### config.mk
export PLATFORM = sky130hd
export DESIGN_NAME = dca_matrix_move_sequencer
export DESIGN_NICKNAME = d
export VERILOG_FILES = /design/src/rtl/dca_matrix_move_sequencer.sv
export SDC_FILE = /design/constraint.sdc
export NUM_CORES = 1
export LEC_CHECK = 0
export BUFFER_PORTS_ARGS = -buffer_cell sky130_fd_sc_hd__buf_2
export CAP_MARGIN = 10
export CORE_AREA = 2 2 408 410
export DETAILED_ROUTE_END_ITERATION = 10
export DIE_AREA = 0 0 410 412
export PLACE_DENSITY_LB_ADDON = 0.2
export SYNTH_ARGS = -nofsm -noshare
export SYNTH_HDL_FRONTEND = slang
export SYNTH_SLANG_ARGS = --single-unit
### constraint.sdc
create_clock -name clk -period 1.6 [get_ports clk]
set_clock_uncertainty 0.1 [all_clocks]
set_input_delay 0.32 -clock clk [delete_from_list [all_inputs] [get_ports clk]]
set_output_delay 0.32 -clock clk [all_outputs]
set_load 0.02 [all_outputs]
### src/rtl/dca_matrix_move_sequencer.sv
// Purpose : move-port master for a DCA matrix register; LOAD streams rows in, STORE drains rows out, CLEAR pulses init.
// Latency : LOAD sin->move_wdata_list 0 cycles; STORE move_renable->sout_valid 1 cycle; done 1 cycle after the final event.
// Backpr. : sin is ready every LOAD cycle; a one-row sout register stalls move_renable while sout is full and not taken.
//
// Ports:
//   clk, rstnn                          clock, async active-low reset
//   cmd_valid/cmd_ready/cmd_op/cmd_num_row  command handshake (op 0 LOAD, 1 STORE, 2 CLEAR, 3 no-op)
//   sin_valid/sin_ready/sin_data        input row stream (LOAD)
//   sout_valid/sout_ready/sout_data     output row stream (STORE), sout_data registered
//   move_wenable/move_wdata_list        push row at bottom of matrix
//   move_renable/move_rdata_list        pop top row of matrix (rdata valid pre-shift)
//   init                                one-cycle matrix init strobe
//   busy, done                          activity flag, one-cycle completion pulse
module dca_matrix_move_sequencer #(
  parameter int MATRIX_SIZE_PARA = 8,
  parameter int BW_TENSOR_SCALAR = 32,
  localparam int MATRIX_NUM_ROW = MATRIX_SIZE_PARA,
  localparam int MATRIX_NUM_COL = MATRIX_SIZE_PARA,
  localparam int BW_TENSOR_ROW = MATRIX_NUM_COL * BW_TENSOR_SCALAR,
  localparam int BW_NUM_ROW = $clog2(MATRIX_NUM_ROW + 1)
) (
  input  logic                     clk,
  input  logic                     rstnn,
  input  logic                     cmd_valid,
  output logic                     cmd_ready,
  input  logic [1:0]               cmd_op,
  input  logic [BW_NUM_ROW-1:0]    cmd_num_row,
  input  logic                     sin_valid,
  output logic                     sin_ready,
  input  logic [BW_TENSOR_ROW-1:0] sin_data,
  output logic                     sout_valid,
  input  logic                     sout_ready,
  output logic [BW_TENSOR_ROW-1:0] sout_data,
  output logic                     move_wenable,
  output logic [BW_TENSOR_ROW-1:0] move_wdata_list,
  output logic                     move_renable,
  input  logic [BW_TENSOR_ROW-1:0] move_rdata_list,
  output logic                     init,
  output logic                     busy,
  output logic                     done
);

  localparam logic [BW_NUM_ROW-1:0] ROW_MAX = BW_NUM_ROW'(MATRIX_NUM_ROW);
  localparam logic [BW_NUM_ROW-1:0] ROW_ONE = BW_NUM_ROW'(1);

  typedef enum logic [2:0] {
    ST_IDLE,
    ST_LOAD,
    ST_STORE,
    ST_DRAIN,
    ST_CLEAR
  } state_t;

  state_t                  state;
  logic [BW_NUM_ROW-1:0]   remaining;
  logic [BW_NUM_ROW-1:0]   num_row_clamped;
  logic                    cmd_hs;
  logic                    write_hs;
  logic                    read_en;
  logic                    sout_hs;

  // A zero or oversized row count means "the whole matrix".
  assign num_row_clamped = ((cmd_num_row == '0) || (cmd_num_row > ROW_MAX)) ? ROW_MAX : cmd_num_row;

  assign cmd_ready       = (state == ST_IDLE);
  assign cmd_hs          = cmd_valid & cmd_ready;
  assign busy            = (state != ST_IDLE);

  // LOAD forwards the input row straight onto the move port.
  assign sin_ready       = (state == ST_LOAD);
  assign write_hs        = sin_valid & sin_ready;
  assign move_wenable    = write_hs;
  assign move_wdata_list = write_hs ? sin_data : '0;

  // Pop only when the output register is empty or being emptied this cycle.
  assign sout_hs         = sout_valid & sout_ready;
  assign read_en         = (state == ST_STORE) & (~sout_valid | sout_ready);
  assign move_renable    = read_en;

  assign init            = (state == ST_CLEAR);

  always_ff @(posedge clk or negedge rstnn) begin
    if (!rstnn) begin
      state      <= ST_IDLE;
      remaining  <= '0;
      sout_valid <= 1'b0;
      sout_data  <= '0;
      done       <= 1'b0;
    end else begin
      done <= 1'b0;
      unique case (state)
        ST_IDLE: begin
          if (cmd_hs) begin
            remaining <= num_row_clamped;
            case (cmd_op)
              2'd0:    state <= ST_LOAD;
              2'd1:    state <= ST_STORE;
              2'd2:    state <= ST_CLEAR;
              default: done  <= 1'b1;
            endcase
          end
        end
        ST_LOAD: begin
          if (write_hs) begin
            remaining <= remaining - ROW_ONE;
            if (remaining == ROW_ONE) begin
              state <= ST_IDLE;
              done  <= 1'b1;
            end
          end
        end
        ST_STORE: begin
          // A same-cycle read refills the register, so valid stays high.
          if (read_en) begin
            sout_data  <= move_rdata_list;
            sout_valid <= 1'b1;
            remaining  <= remaining - ROW_ONE;
            if (remaining == ROW_ONE) begin
              state <= ST_DRAIN;
            end
          end else if (sout_hs) begin
            sout_valid <= 1'b0;
          end
        end
        ST_DRAIN: begin
          if (sout_hs) begin
            sout_valid <= 1'b0;
            state      <= ST_IDLE;
            done       <= 1'b1;
          end
        end
        ST_CLEAR: begin
          state <= ST_IDLE;
          done  <= 1'b1;
        end
        default: state <= ST_IDLE;
      endcase
    end
  end

endmodule

; After elaboration in Yosys (flattened, before gate mapping)
; Index checks and enable logic that the tools add are counted.
[op_classes]
n_addsub = 1
n_mul = 0
div = 0
n_lt_le_gt_ge = 1
n_eq_ne = 14
shift = 0
muxes = 23
n_bitwise = 6
n_reduce_logical = 11
[op_table]
columns = cell, n
row1 = $mux 256, 1
row2 = $mux 3, 6
row3 = $mux 4, 4
row4 = $pmux 3 s4, 1
row5 = $pmux 4 s3, 1
row6 = $pmux 3 s3, 1
row7 = $ne 2x1->1 const B, 4
row8 = $mux 1, 7
row9 = $reduce_and 7->1, 1
row10 = $eq 3x2->1 const B, 2
row11 = $reduce_bool 3->1, 2
row12 = $and 1x1->1, 4
row13 = $eq 4x1->1 const B, 1
row14 = $gt 4x4->1 const B, 1
row15 = $logic_not 4->1, 1
row16 = $ne 2x2->1 const B, 2
row17 = $ne 4x1->1 const B, 1
row18 = $pmux 1 s4, 1
row19 = $reduce_and 4->1, 1
row20 = $sub 4x1->4 const B, 1
row21 = $eq 3x1->1 const B, 1
row22 = $eq 3x3->1 const B, 1
row23 = $logic_not 3->1, 1
row24 = $reduce_or 3->1, 1
row25 = other kinds (9), 9
[word_totals]
register_bits = 265
latchBits = 0
ram_bits = 0
romBits = 0
in_bits = 523
mem_count = 0

; Logic depth before layout (Yosys ltp)
[logic_depth]
word_depth = 5
ltp_mapped = 8
depth_no_buf = 6

; Worst setup path after synthesis
; OpenSTA, ideal clock, no wires.
[synth_path]
path_type = register -> output
startpoint = register state[1]
endpoint = output busy
arrival_time_ps = 1467
required_ps = 1180
slack_ps = -287
stages_incl_launch_ff = 5
n_path_buf = 2
path_cell_list = dfrtp_1 -> buf_4 -> clkbuf_1 -> nor3_1 -> inv_1
[synth_via]
elab_chain_len = 1
[synth_rtl]
columns = element, line_no
row1 = start: declaration, 54  ; state_t state;
row2 = start signal: assignment, 84  ; state <= ST_IDLE;
row3 = start signal: assignment, 96  ; 2'd0: state <= ST_LOAD;
row4 = start signal: assignment, 97  ; 2'd1: state <= ST_STORE;
row5 = $reduce_bool 3->1, 67  ; assign busy = (state != ST_IDLE);
row6 = end: declaration, 39  ; output logic busy,
; No other way between the ends.

; Worst setup path after layout
[layout_path]
startpoint = register state[2]
endpoint = output move_wdata_list[99]
[layout_via]
elab_chain_len = 3
[layout_rtl]
columns = element, line_no
row1 = $eq 3x1->1, 70  ; assign sin_ready = (state == ST_LOAD);
row2 = $and 1x1->1, 71  ; assign write_hs = sin_valid & sin_ready;
row3 = $mux 256, 73  ; assign move_wdata_list = write_hs ? sin_data : '0;
row4 = end: declaration, 35  ; output logic [BW_TENSOR_ROW-1:0] move_wdata_list,
; No other way between the ends.

==> impl_metrics.py <==
metrics = {
    "logic_synthesis": {
        "postSynthAreaPerCell_um2": 8.360,
        "ys.flop_type": "sky130_fd_sc_hd__dfrtp_1",
        "syn-instance-count": 1473,
        "mappedNetlistArea_um2": 12310,
        "synth.yosys.seq_area_share": 0.5385,
        "async_flop_share": 1.000,
        "synthesis.nets": 2002,
        "synth_edf_count": 0,
        "yosysWarningCount": 0,
        "postSynthRegisterBits": 265,
        "yosys.cell_types.count": 42,
    },
    "clock_tree": {
        "clk_latency_ps": 600,
        "cts_tree": "yes",
        "max-clock-path-buffers": 3,
        "htreeDepth": 2,
        "cts_made_buffers": 40,
        "clkSinkCount": 265,
        "clk_pin_slew_ps": 50,
        "clk_root_buffer_cell": "sky130_fd_sc_hd__clkbuf_16",
    },
    "sta": {
        "final-setup-viol-count": 556,
        "hold_slack_ps": 84.20,
        "layout_worst_path_cycle_share": 1.626,
        "fmax_mhz": 384.4,
        "finalMaxSlewViolations": 0,
        "worst_slew_pin_slew_ps": 562.9,
        "layout_setup_ws_ps": -1001,
        "grt_setup_unrepaired": "yes",
        "final_hold_viol_count": 0,
        "slew-limit-headroom": 0.6248,
        "finalWorstPathRequiredPeriod_ps": 2601,
    },
    "worst_setup_path": {
        "worstPathMaxFanout": 21,
        "critPathTopFamily": "simple AND/OR/NAND/NOR gates",
        "buf_inv_on_cp": 3,
        "worstSetupPathType": "flip-flop to output pin",
        "critical-path-slowest-cell": "sky130_fd_sc_hd__dfrtp_1",
        "endpoint_kind": "output pin",
        "worst_ep_arrival_time_ps": 2180,
        "worstPathRequired_ps": 1180,
        "worst_path_largest_cell_delay_ps": 370,
        "crit_chain": "and2b_1 > nor2b_4 > buf_12 > buf_8 > and3_4 > buf_2",
        "worst_setup_path_start_kind": "flip-flop",
    },
    "place": {
        "placement.cell_area_um2": 21010,
        "gp_congestion": 0.8652,
        "detailed_place_hpwl_mm": 102.7,
        "port_buffers": 1042,
        "numPlacedInstances": 4693,
    },
    "final_layout": {
        "post_route_utilization": 0.1561,
        "seqCellArea_um2": 6631,
        "syn2layout_area_growth_pct": 108.2,
        "layout.cells.non_filler": 5072,
        "layout-drive-gt1-share": 0.4565,
        "stdcell_area_um2": 25640,
        "number_of_filler_instances_in_the_final_layout": 18947,
        "final_net_count": 3339,
        "area_of_the_multi_input_gates_um2": 5235,
    },
    "routing": {
        "wl_per_cell_um": 23.62,
        "dr.pass1.iters": 4,
        "final_antenna_net_count": 0,
        "viasPerCell": 3.204,
        "drtIter0Drc": 777,
        "num_vias": 16250,
        "wl_mm": 119.8,
        "count_of_unresolved_drc_violations_after_routing": 0,
    },
    "floorplanning": {
        "num_rows": 149,
        "initial_core_util": 0.07498,
        "placeableCoreArea_um2": 164200,
        "pin_count": 1043,
        "die_w_um": 410,
        "die_h_um": 412,
        "die-area_um2": 168900,
    },
    "grt": {
        "grt_pass1_vias": 16034,
        "grt_resource_usage_total": 0.1340,
        "grt_first_pass_wirelength_mm": 151.9,
        "largest_net_degree_at_the_start_of_global_routing": 74,
        "antenna_found_initial": 135,
        "overall_overflow_remaining_after_global_route": 0,
    },
    "power_and_ir_drop": {
        "total_power_mw": 41.03,
        "power.leakage_nw": 14.17,
        "power_density_nw_per_um2": 1600,
        "vdd_drop_max_uv": 833.2,
    },
    "status": {
        "violations": "setup timing",
        "outcome": "finished, violations left",
    },
    "flow_run": {
        "maxCapViolCount": 0,
    },
    "worst_hold_path": {
        "worst_hold_path_type": "input pin to asynchronous set/reset pin",
    },
}
[per-layer routing]
| metal | global-route usage | part of all wire |
|---|---|---|
| met5 | 0 | 0.0025 |
| met4 | 0.03638 | 0.036 |
| met3 | 0.03998 | 0.074 |
| met2 | 0.2459 | 0.51 |
| met1 | 0.1488 | 0.38 |
[kinds of logic after synthesis]
kind of cell | share of synthesized area
xor+xnor | 0.0007114
simple gates | 0.3794
fa+ha+maj | 0.006096
compound gates | 0.009958
flops | 0.5385
buf+inv | 0.06076
mux | 0.004572
[power by group]
| group | internal [mW] | leakage, nW | switching, mW |
|---|---|---|---|
| clock | 5.28 | 0.628 | 3.72 |
| sequential | 10.0 | 3.23 | 1.75 |
| combinational | 6.71 | 10.3 | 13.6 |
| total | 22.0 | 14.2 | 19.0 |
[timing repair]
item,CTS,global route
pin swaps,0,3
endpoints found under the hold margin,500,0
endpoints found under the setup margin,751,760
setup buffers,1,0
cloned,2,1
hold buffers,260,0
gates resized for setup,90,86
[synth_stat cells, drive strengths merged, types with 2 or more instances]
master    n  area [µm²]
a21oi     2       10.01
and3    257        1608
buf      84       586.8
clkbuf   34       127.6
dfrtp   265        6631
ha        6       75.07
inv       9       33.78
mux2      2       26.27
mux2i     3       30.03
nand2   772        2898
nand2b    2       12.51
nand3     2       15.01
nand3b    2       15.01
nor2      8       40.04
nor2b     2       20.02
nor3      4       20.02
nor3b     2       15.01
o21ai     2       10.00
[cell type report]
type,count,share of cell area
Multi-Input combinational cell,1081,0.2042
Inverter,9,0.001611
Clock inverter,15,0.008150
Tap cell,2189,0.1068
Timing Repair Buffer,1413,0.3737
Sequential cell,265,0.2587
Clock buffer,56,0.04256
Antenna cell,44,0.004295
[path summary, 6_finish.rpt]
check	endpoint	slack, ps	depth (start not counted)	from
max	move_wdata_list[99]	-1000	6	state[2]$_DFFE_PN0P_
min	sout_data[15]$_DFFE_PN0P_	80	2	rstnn
max reg2reg	sout_data[185]$_DFFE_PN0P_	-230	7	state[2]$_DFFE_PN0P_
min reg2reg	sout_data[20]$_DFFE_PN0P_	360	2	sout_data[20]$_DFFE_PN0P_
max in group asynchronous	sout_data[221]$_DFFE_PN0P_	520	3	rstnn
min in group clk	remaining[0]$_DFFE_PN0P_	90	4	cmd_num_row[0]
[metrics by stage]
stage	setup slack [ps]	TNS, ps
after floorplan	-214.0	-50340
after global placement	-445.5	-138110
after detailed placement	-426.7	-129440
after CTS	-1055	-305460
after global routing	-1108	-333630
final	-1001	-270200
[placed cells by master, fill, tap and decap left out, types with 13 or more instances in the layout]
cell                            instances
sky130_fd_sc_hd__and3_1               183
sky130_fd_sc_hd__and3_2                22
sky130_fd_sc_hd__and3_4                52
sky130_fd_sc_hd__buf_12                27
sky130_fd_sc_hd__buf_2                924
sky130_fd_sc_hd__buf_4                147
sky130_fd_sc_hd__buf_6                 46
sky130_fd_sc_hd__clkbuf_1              13
sky130_fd_sc_hd__clkbuf_16             41
sky130_fd_sc_hd__dfrtp_1              265
sky130_fd_sc_hd__diode_2               44
sky130_fd_sc_hd__dlygate4sd3_1        260
sky130_fd_sc_hd__nand2_1              772
[sequential cells by signal (all words and copies together) (netlist names)]
register,flops
remaining,4
state,3
done,1
sout_valid,1
sout_data,256
(Power assumes the default switching activity.)
